<file path="src/rtl/vga_timing_gen.sv">
`default_nettype none
// ============================================================================
// Module   : vga_timing_gen
// Brief    : Parametrised VGA raster timing generator with pixel clock-enable,
//            programmable sync polarity and pipeline-aligned sync/blank/de.
// Revision : 1.0 - initial release
// ============================================================================
module vga_timing_gen #(
    parameter int CW        = 10,
    parameter int H_ACTIVE  = 640,
    parameter int H_FP      = 16,
    parameter int H_SYNC    = 96,
    parameter int H_BP      = 48,
    parameter int V_ACTIVE  = 480,
    parameter int V_FP      = 10,
    parameter int V_SYNC    = 2,
    parameter int V_BP      = 33,
    parameter bit HS_POL    = 1'b0,
    parameter bit VS_POL    = 1'b0,
    parameter int PIXEL_DLY = 2,
    parameter int FCW       = 8
) (
    input  logic           clk_25,
    input  logic           rst_n,
    input  logic           ce,
    output logic [CW-1:0]  hs,
    output logic [CW-1:0]  vs,
    output logic           vga_hsync,
    output logic           vga_vsync,
    output logic           sync_b,
    output logic           sync_blank,
    output logic           de,
    output logic           line_start,
    output logic           frame_start,
    output logic [FCW-1:0] frame_cnt
);

    localparam int c_h_total  = H_ACTIVE + H_FP + H_SYNC + H_BP;
    localparam int c_v_total  = V_ACTIVE + V_FP + V_SYNC + V_BP;
    localparam int c_hs_beg   = H_ACTIVE + H_FP;
    localparam int c_hs_end   = c_hs_beg + H_SYNC;
    localparam int c_vs_beg   = V_ACTIVE + V_FP;
    localparam int c_vs_end   = c_vs_beg + V_SYNC;
    localparam logic [CW-1:0] c_h_last = CW'(c_h_total - 1);
    localparam logic [CW-1:0] c_v_last = CW'(c_v_total - 1);

    generate
        if (c_h_total > (1 << CW)) begin : g_chk_h_total
            $error("vga_timing_gen: H_TOTAL does not fit in CW bits");
        end
        if (c_v_total > (1 << CW)) begin : g_chk_v_total
            $error("vga_timing_gen: V_TOTAL does not fit in CW bits");
        end
        if (PIXEL_DLY < 1 || PIXEL_DLY > 8) begin : g_chk_dly
            $error("vga_timing_gen: PIXEL_DLY must be within 1..8");
        end
    endgenerate

    // ------------------------------------------------------------------
    // Raster counters, strobes and frame counter
    // ------------------------------------------------------------------
    logic [CW-1:0]  hs_q, hs_d;
    logic [CW-1:0]  vs_q, vs_d;
    logic [FCW-1:0] fcnt_q, fcnt_d;
    logic           ls_q, ls_d;
    logic           fs_q, fs_d;

    always_comb begin
        hs_d   = hs_q;
        vs_d   = vs_q;
        fcnt_d = fcnt_q;
        ls_d   = 1'b0;
        fs_d   = 1'b0;
        if (ce) begin
            ls_d = (hs_q == '0);
            fs_d = (hs_q == '0) && (vs_q == '0);
            if (hs_q == c_h_last) begin
                hs_d = '0;
                if (vs_q == c_v_last) begin
                    vs_d   = '0;
                    fcnt_d = fcnt_q + FCW'(1);
                end else begin
                    vs_d = vs_q + CW'(1);
                end
            end else begin
                hs_d = hs_q + CW'(1);
            end
        end
    end

    always_ff @(posedge clk_25 or negedge rst_n) begin
        if (!rst_n) begin
            hs_q   <= '0;
            vs_q   <= '0;
            fcnt_q <= '0;
            ls_q   <= 1'b0;
            fs_q   <= 1'b0;
        end else begin
            hs_q   <= hs_d;
            vs_q   <= vs_d;
            fcnt_q <= fcnt_d;
            ls_q   <= ls_d;
            fs_q   <= fs_d;
        end
    end

    // ------------------------------------------------------------------
    // Window decode of the current raster position
    // ------------------------------------------------------------------
    logic [31:0] w_h32;
    logic [31:0] w_v32;
    logic        w_h_act;
    logic        w_v_act;
    logic        w_hsync_act;
    logic        w_vsync_act;
    logic [2:0]  w_dec;
    logic [2:0]  w_tap;

    // Widen before comparing so window ends equal to 2^CW stay representable.
    assign w_h32       = 32'(hs_q);
    assign w_v32       = 32'(vs_q);
    assign w_h_act     = (w_h32 < 32'(H_ACTIVE));
    assign w_v_act     = (w_v32 < 32'(V_ACTIVE));
    assign w_hsync_act = (w_h32 >= 32'(c_hs_beg)) && (w_h32 < 32'(c_hs_end));
    assign w_vsync_act = (w_v32 >= 32'(c_vs_beg)) && (w_v32 < 32'(c_vs_end));
    assign w_dec       = {w_hsync_act, w_vsync_act, w_h_act & w_v_act};

    // ------------------------------------------------------------------
    // Alignment pipeline: PIXEL_DLY-1 stages here, the last is the output
    // register so that every pin comes straight from a flop.
    // ------------------------------------------------------------------
    generate
        if (PIXEL_DLY == 1) begin : g_tap_direct
            assign w_tap = w_dec;
        end else begin : g_tap_pipe
            logic [2:0] pipe_q [PIXEL_DLY-1];

            always_ff @(posedge clk_25 or negedge rst_n) begin
                if (!rst_n) begin
                    for (int i = 0; i < PIXEL_DLY - 1; i++) begin
                        pipe_q[i] <= 3'b000;
                    end
                end else if (ce) begin
                    pipe_q[0] <= w_dec;
                    for (int i = 1; i < PIXEL_DLY - 1; i++) begin
                        pipe_q[i] <= pipe_q[i-1];
                    end
                end
            end

            assign w_tap = pipe_q[PIXEL_DLY-2];
        end
    endgenerate

    logic hsync_q, hsync_d;
    logic vsync_q, vsync_d;
    logic syncb_q, syncb_d;
    logic blank_q, blank_d;
    logic de_q,    de_d;

    always_comb begin
        hsync_d = hsync_q;
        vsync_d = vsync_q;
        syncb_d = syncb_q;
        blank_d = blank_q;
        de_d    = de_q;
        if (ce) begin
            hsync_d = w_tap[2] ? HS_POL : ~HS_POL;
            vsync_d = w_tap[1] ? VS_POL : ~VS_POL;
            syncb_d = ~(w_tap[2] | w_tap[1]);
            blank_d = ~w_tap[0];
            de_d    = w_tap[0];
        end
    end

    always_ff @(posedge clk_25 or negedge rst_n) begin
        if (!rst_n) begin
            hsync_q <= ~HS_POL;
            vsync_q <= ~VS_POL;
            syncb_q <= 1'b1;
            blank_q <= 1'b1;
            de_q    <= 1'b0;
        end else begin
            hsync_q <= hsync_d;
            vsync_q <= vsync_d;
            syncb_q <= syncb_d;
            blank_q <= blank_d;
            de_q    <= de_d;
        end
    end

    assign hs          = hs_q;
    assign vs          = vs_q;
    assign vga_hsync   = hsync_q;
    assign vga_vsync   = vsync_q;
    assign sync_b      = syncb_q;
    assign sync_blank  = blank_q;
    assign de          = de_q;
    assign line_start  = ls_q;
    assign frame_start = fs_q;
    assign frame_cnt   = fcnt_q;

endmodule
`default_nettype wire

</file>
<file path="config.mk">
export PLATFORM = sky130hd
export DESIGN_NAME = vga_timing_gen
export DESIGN_NICKNAME = d
export VERILOG_FILES = /design/src/rtl/vga_timing_gen.sv
export SDC_FILE = /design/constraint.sdc
export NUM_CORES = 1
export LEC_CHECK = 0
export CAP_MARGIN = 20
export CORE_ASPECT_RATIO = 0.9
export CORE_MARGIN = 10
export CORE_UTILIZATION = 40
export CTS_CLUSTER_DIAMETER = 80
export DETAILED_ROUTE_END_ITERATION = 12
export PLACE_DENSITY_LB_ADDON = 0.1
export SETUP_SLACK_MARGIN = 0.1
export SLEW_MARGIN = 5
export SYNTH_ARGS = -nofsm -noshare
export SYNTH_HDL_FRONTEND = slang
export SYNTH_SLANG_ARGS = --single-unit
</file>
<file path="constraint.sdc">
create_clock -name clk_25 -period 1.9 [get_ports clk_25]
set_input_delay 0.57 -clock clk_25 [delete_from_list [all_inputs] [get_ports clk_25]]
set_output_delay 0.57 -clock clk_25 [all_outputs]
set_load 0.01 [all_outputs]
</file>
=== Word level (Yosys, flattened, before mapping) ===
Index checks and enable logic that the tools add are counted.

* Bitwise gates (word level): 4
* Equal/unequal tests: 2
* Add/subtract/negate cells: 3
* Magnitude comparators: 6
* Multiplexer cells: 6
* $mul: 0
* Shift-type cells: 0
* Div/mod/pow operators: 0
* Reduce and logical (&&, ||, !) cells: 7

{| class="wikitable"
|+ Operators by type and width
! operator !! number
|-
| $add 10x1->10 const B || 2
|-
| $eq 10x10->1 const B || 2
|-
| $logic_not 10->1 || 2
|-
| $lt 10x10->1 const B || 2
|-
| $lt 10x9->1 const B || 2
|-
| $mux 10 || 2
|-
| $ge 10x10->1 const B || 1
|-
| $ge 10x9->1 const B || 1
|-
| $add 8x1->8 const B || 1
|-
| $mux 1 || 4
|-
| $logic_and 1x1->1 || 3
|-
| $reduce_and 3->1 || 1
|-
| $not 1->1 || 2
|-
| $reduce_and 2->1 || 1
|-
| $and 1x1->1 || 1
|-
| $or 1x1->1 || 1
|}

* Input port bits: 3
* Latch bits: 0
* Bits in writable memories: 0
* Word-level logic and storage cells: 39
* Output and inout port bits: 35
* Bits in registers: 38
* Memories: 0
* ROM bits: 0

=== Logic depth before layout (Yosys ltp) ===
* Depth after elaboration: 3
* Gate-level depth with buffers: 6
* Mapped depth without buffers: 6

=== Worst setup path before layout ===
No wires, ideal clock.

* Path type: register to register
* Start: register hs_q[0], in the netlist hs[0]
* End: register fcnt_q[1], in the netlist frame_cnt[1]
* Slack: -92 ps
* Library setup time: 125 ps
* Arrival: 1868 ps
* Required time: 1775 ps
* Clock period less this slack: 1992 ps
* Cell stages (with the launch flop): 7
* Buffers on the path: 1
* Path through: dfrtp_1 > ha_1 > nand4_1 > or3_1 > buf_6 > nor2_4 > mux2_2

* Cells in the longest elaborated chain, start to end: 2

{| class="wikitable"
|+ Ends and longest elaborated chain
! element !! line !! source
|-
| start, declared || 62 || <nowiki>logic [CW-1:0] hs_q, hs_d;</nowiki>
|-
| start signal, assigned || 99 || <nowiki>hs_q <= hs_d;</nowiki>
|-
| $eq 10x10->1 || 77 || <nowiki>if (hs_q == c_h_last) begin</nowiki>
|-
| $reduce_and 3->1 (no source line) || -- ||
|-
| end signal, assigned || 101 || <nowiki>fcnt_q <= fcnt_d;</nowiki>
|-
| end, declared || 64 || <nowiki>logic [FCW-1:0] fcnt_q, fcnt_d;</nowiki>
|}

No other way between the ends.
A chain may end at the register's enable or synchronous reset.

=== Worst setup path in the final report ===
* Start: register hs_q[1], in the netlist hs[1]
* End: register fcnt_q[1], in the netlist frame_cnt[1]

Same word-level chain as after synthesis.

==> results.tsv <==
stage	metric	value	unit
hold_path	HP Class	input pin to asynchronous set/reset pin	
setup_path	CP required	2.08	ns
logic_synthesis	post-synthesis register bit count	38	
placement	placed cell area	2440	um^2
sta	FMAX	0.551	GHz
sta	setup_tns	0	ns
logic_synthesis	Cells after Synth	176	
logic_synthesis	synth cell count leaders	34 x dfrtp_1, 12 x inv_1, 12 x nand2_1, 12 x xnor2_1, 10 x nor2_1	
clock_network	CTS tree	done	
setup_path	Critical R2R Capture	frame_cnt[1]	
route	Wirelength per Cell	15.4	um
floorplanning	Chip Height	85.0	um
setup_path	RR Startpoint	hs[1]	
global_route	total global routing overflow	0	
global_route	first-pass GRT wire length	7870	um
global_route	initial antenna violation count	0	
setup_path	crit-path max FO	9	
sta	Worst-Margin Slew	0.370	ns
global_route	met1 GRT Util	15.1	%
cells_and_area	layout cells sized above 1	30.3	%
global_route	largest net degree at the start of global routing	39	
clock_network	Root Buffer	clkbuf_8	
route	Antenna Nets Post-Route	0	
run_status	status	completed	
setup_path	Reg2Reg Setup Slack	0.09	ns
floorplanning	core box area	4490	um^2
setup_path	CP Launch Type	flip-flop	
route	Via density	5.08	
setup_path	CP startpoint	hs[1]	
global_route	vias in the first global route	1639	
global_route	GR Layer Usage met3	3.96	%
placement	GP Congestion	0.790	
route	routed vias	1589	
logic_synthesis	largest cells by area after synthesis	dfrtp_1 45%, dfstp_2 5.6%, xnor2_1 5.6%	
setup_path	worst reg2reg path depth	6	
sta	RSZ-0062 raised after global routing	true	
clock_network	worst skew pair latency	0.30	ns
route	first-pass detailed-route iteration total	4	
logic_synthesis	Yosys warning total	0	
clock_network	Bufs on Longest Clock Path	2	
floorplanning	row count	23	
cells_and_area	n_diodes	0	
placement	IO buf count	37	
cells_and_area	non-filler instance count after layout	313	
setup_path	critical path arrival	2.00	ns
route	drt initial violations	99	
logic_synthesis	Seq/Total Area, Yosys	50.9	%
logic_synthesis	Async SR Flop Fraction	100	%
power_and_ir_drop	leakage	1.45	nW
sta	minimum clock period	1.81	ns
placement	Place WS	-0.402	ns
run	max-cap violations	0	
route	Final Routed Wirelength	4830	um
cells_and_area	final instance area	2750	um^2
power_and_ir_drop	Power per Cell Area	758	nW/um^2
floorplanning	die area	7840	um^2
sta	worst setup margin	0.0853	ns
sta	period utilization	95.5	%
clock_network	TritonCTS Buffers	5	
clock_network	cts hold-fix bufs	0	
global_route	GRT Util Overall	12.2	%
placement	Cells after DPL	288	
placement	hpwl dp	3250	um
logic_synthesis	Synth Area per Inst	10.7	um^2
floorplanning	starting density of the core	41.8	%
logic_synthesis	Synth top area share	45.3	%
sta	Hold Fails Final Rpt	0	
setup_path	CP endpoint	frame_cnt[1]	
sta	final clock skew	0.00679	ns
floorplanning	Top-Level Pins	38	
sta	Max-slew headroom	75.1	%
logic_synthesis	Synth Flop Type	dfrtp_1	
floorplanning	die width	92.2	um
cells_and_area	Final #Nets	258	
sta	final setup vio count	0	
setup_path	Critical Path Sink Type	flip-flop	
global_route	Most Used Layer, Global Route	met2	
logic_synthesis	Synth cell types	35	
cells_and_area	area grow syn2layout	46.6	%
logic_synthesis	Netlist Area Pre-Place	1880	um^2
power_and_ir_drop	Max VDD drop	465	uV
logic_synthesis	EDFF count, synth	0	
clock_network	Sink Count	38	
setup_path	critical path type	flip-flop to flip-flop	
sta	Slew Viols, Final	0	
global_route	M2 GR Usage	19.6	%
logic_synthesis	Yosys top cell by area	dfrtp_1	
route	DRC	0	
logic_synthesis	most frequent cell after synthesis	dfrtp_1	
clock_network	Clock transition at path regs	0.08	ns
clock_network	H-tree Lvls	2	
logic_synthesis	syn_nets	184	
[layer usage]
layer  share of wire (%)  wire length, um  up-vias
li1                    -                -      768
met1                  47             2270      776
met2                  47             2290       39
met3                 4.5              216        6
met4                0.97               47        0
met5                   0                0        -
[flip-flops by register name, indices dropped and copies added, names as in the netlist]
signal / flops
sync_b: 1
frame_start: 1
line_start: 1
vs: 10
sync_blank: 1
g_tap_pipe.pipe_q: 3
hs: 10
frame_cnt: 8
vga_hsync: 1
de: 1
vga_vsync: 1
[worst max-delay path, stage by stage, from the launching register on]
cell     delay (ns)
dfrtp_1        0.39
ha_2           0.20
nand4_1        0.12
or3_4          0.44
buf_12         0.16
nor2_4         0.09
mux2_4         0.30
[power by group]
part / total (mW) / internal [mW] / switching, mW
logic: 0.417 / 0.206 / 0.210
clock network: 0.704 / 0.391 / 0.313
registers: 0.966 / 0.883 / 0.0828
[area by class of cell]
type	count	area, um^2
clock inverters	3	45.0
multi-input cells	120	896
fillers	401	1740
clock buffers	5	68.8
inverters	12	45.0
repair buffers	73	654
flip-flops and latches	38	967
well taps	62	77.6
[how the worst min path moves through the flow]
stage / slack (ns) / cells after the start / start / to
final: 0.22 / 2 / rst_n / vs[6]
after global routing: 0.23 / 2 / rst_n / vs[7]
after CTS: 0.24 / 2 / rst_n / vs[6]
after detailed placement: 0.44 / 1 / g_tap_pipe.pipe_q[1] / sync_b
after global placement: 0.43 / 1 / g_tap_pipe.pipe_q[1] / sync_b
after floorplan: 0.27 / 0 / rst_n / de
[through the flow]
stage | util [%] | total power [mW] | hold WS (ns)
final | 61.3 | 2.09 | 0.225
after floorplan | - | 1.15 | 0.274
after global routing | 61.3 | 2.19 | 0.230
after detailed placement | 54.4 | 1.39 | 0.435
after CTS | 58.8 | 2.06 | 0.237
after global placement | 54.4 | 1.38 | 0.429
[placed cells by master (no fill, tap or decap), drive strengths merged, types with 3 or more instances in the layout]
master	netlist	routed
and3	4	4
nor4	10	10
clkdlybuf4s50	0	4
nor3	7	7
nand2	12	12
mux2	4	4
dfstp	4	4
buf	4	37
nor2	11	11
nand3	8	8
dlymetal6s2s	0	8
o21ai	7	7
o22ai	4	4
inv	12	12
xor2	9	9
nand4	9	9
xnor2	12	12
clkbuf	2	5
nand4b	3	3
dlygate4sd2	0	24
ha	5	5
dfrtp	34	34
[kinds of logic after synthesis]
kind of cell	synth area share, %
AOI/OAI and AO/OA	3.73
xor gates and xnor gates	9.79
adders and majority gates	3.33
buffers and inverters	4.46
DFF	50.9
muxes	3.46
and+or+nand+nor	24.3
[repair_timing]
item / CTS / global route
buffers inserted: 9 / 8
endpoints found under the setup margin: 47 / 18
gates resized for setup: 39 / 15
pin swaps: 2 / 4
No activity file was read; power rests on OpenSTA's default activity.
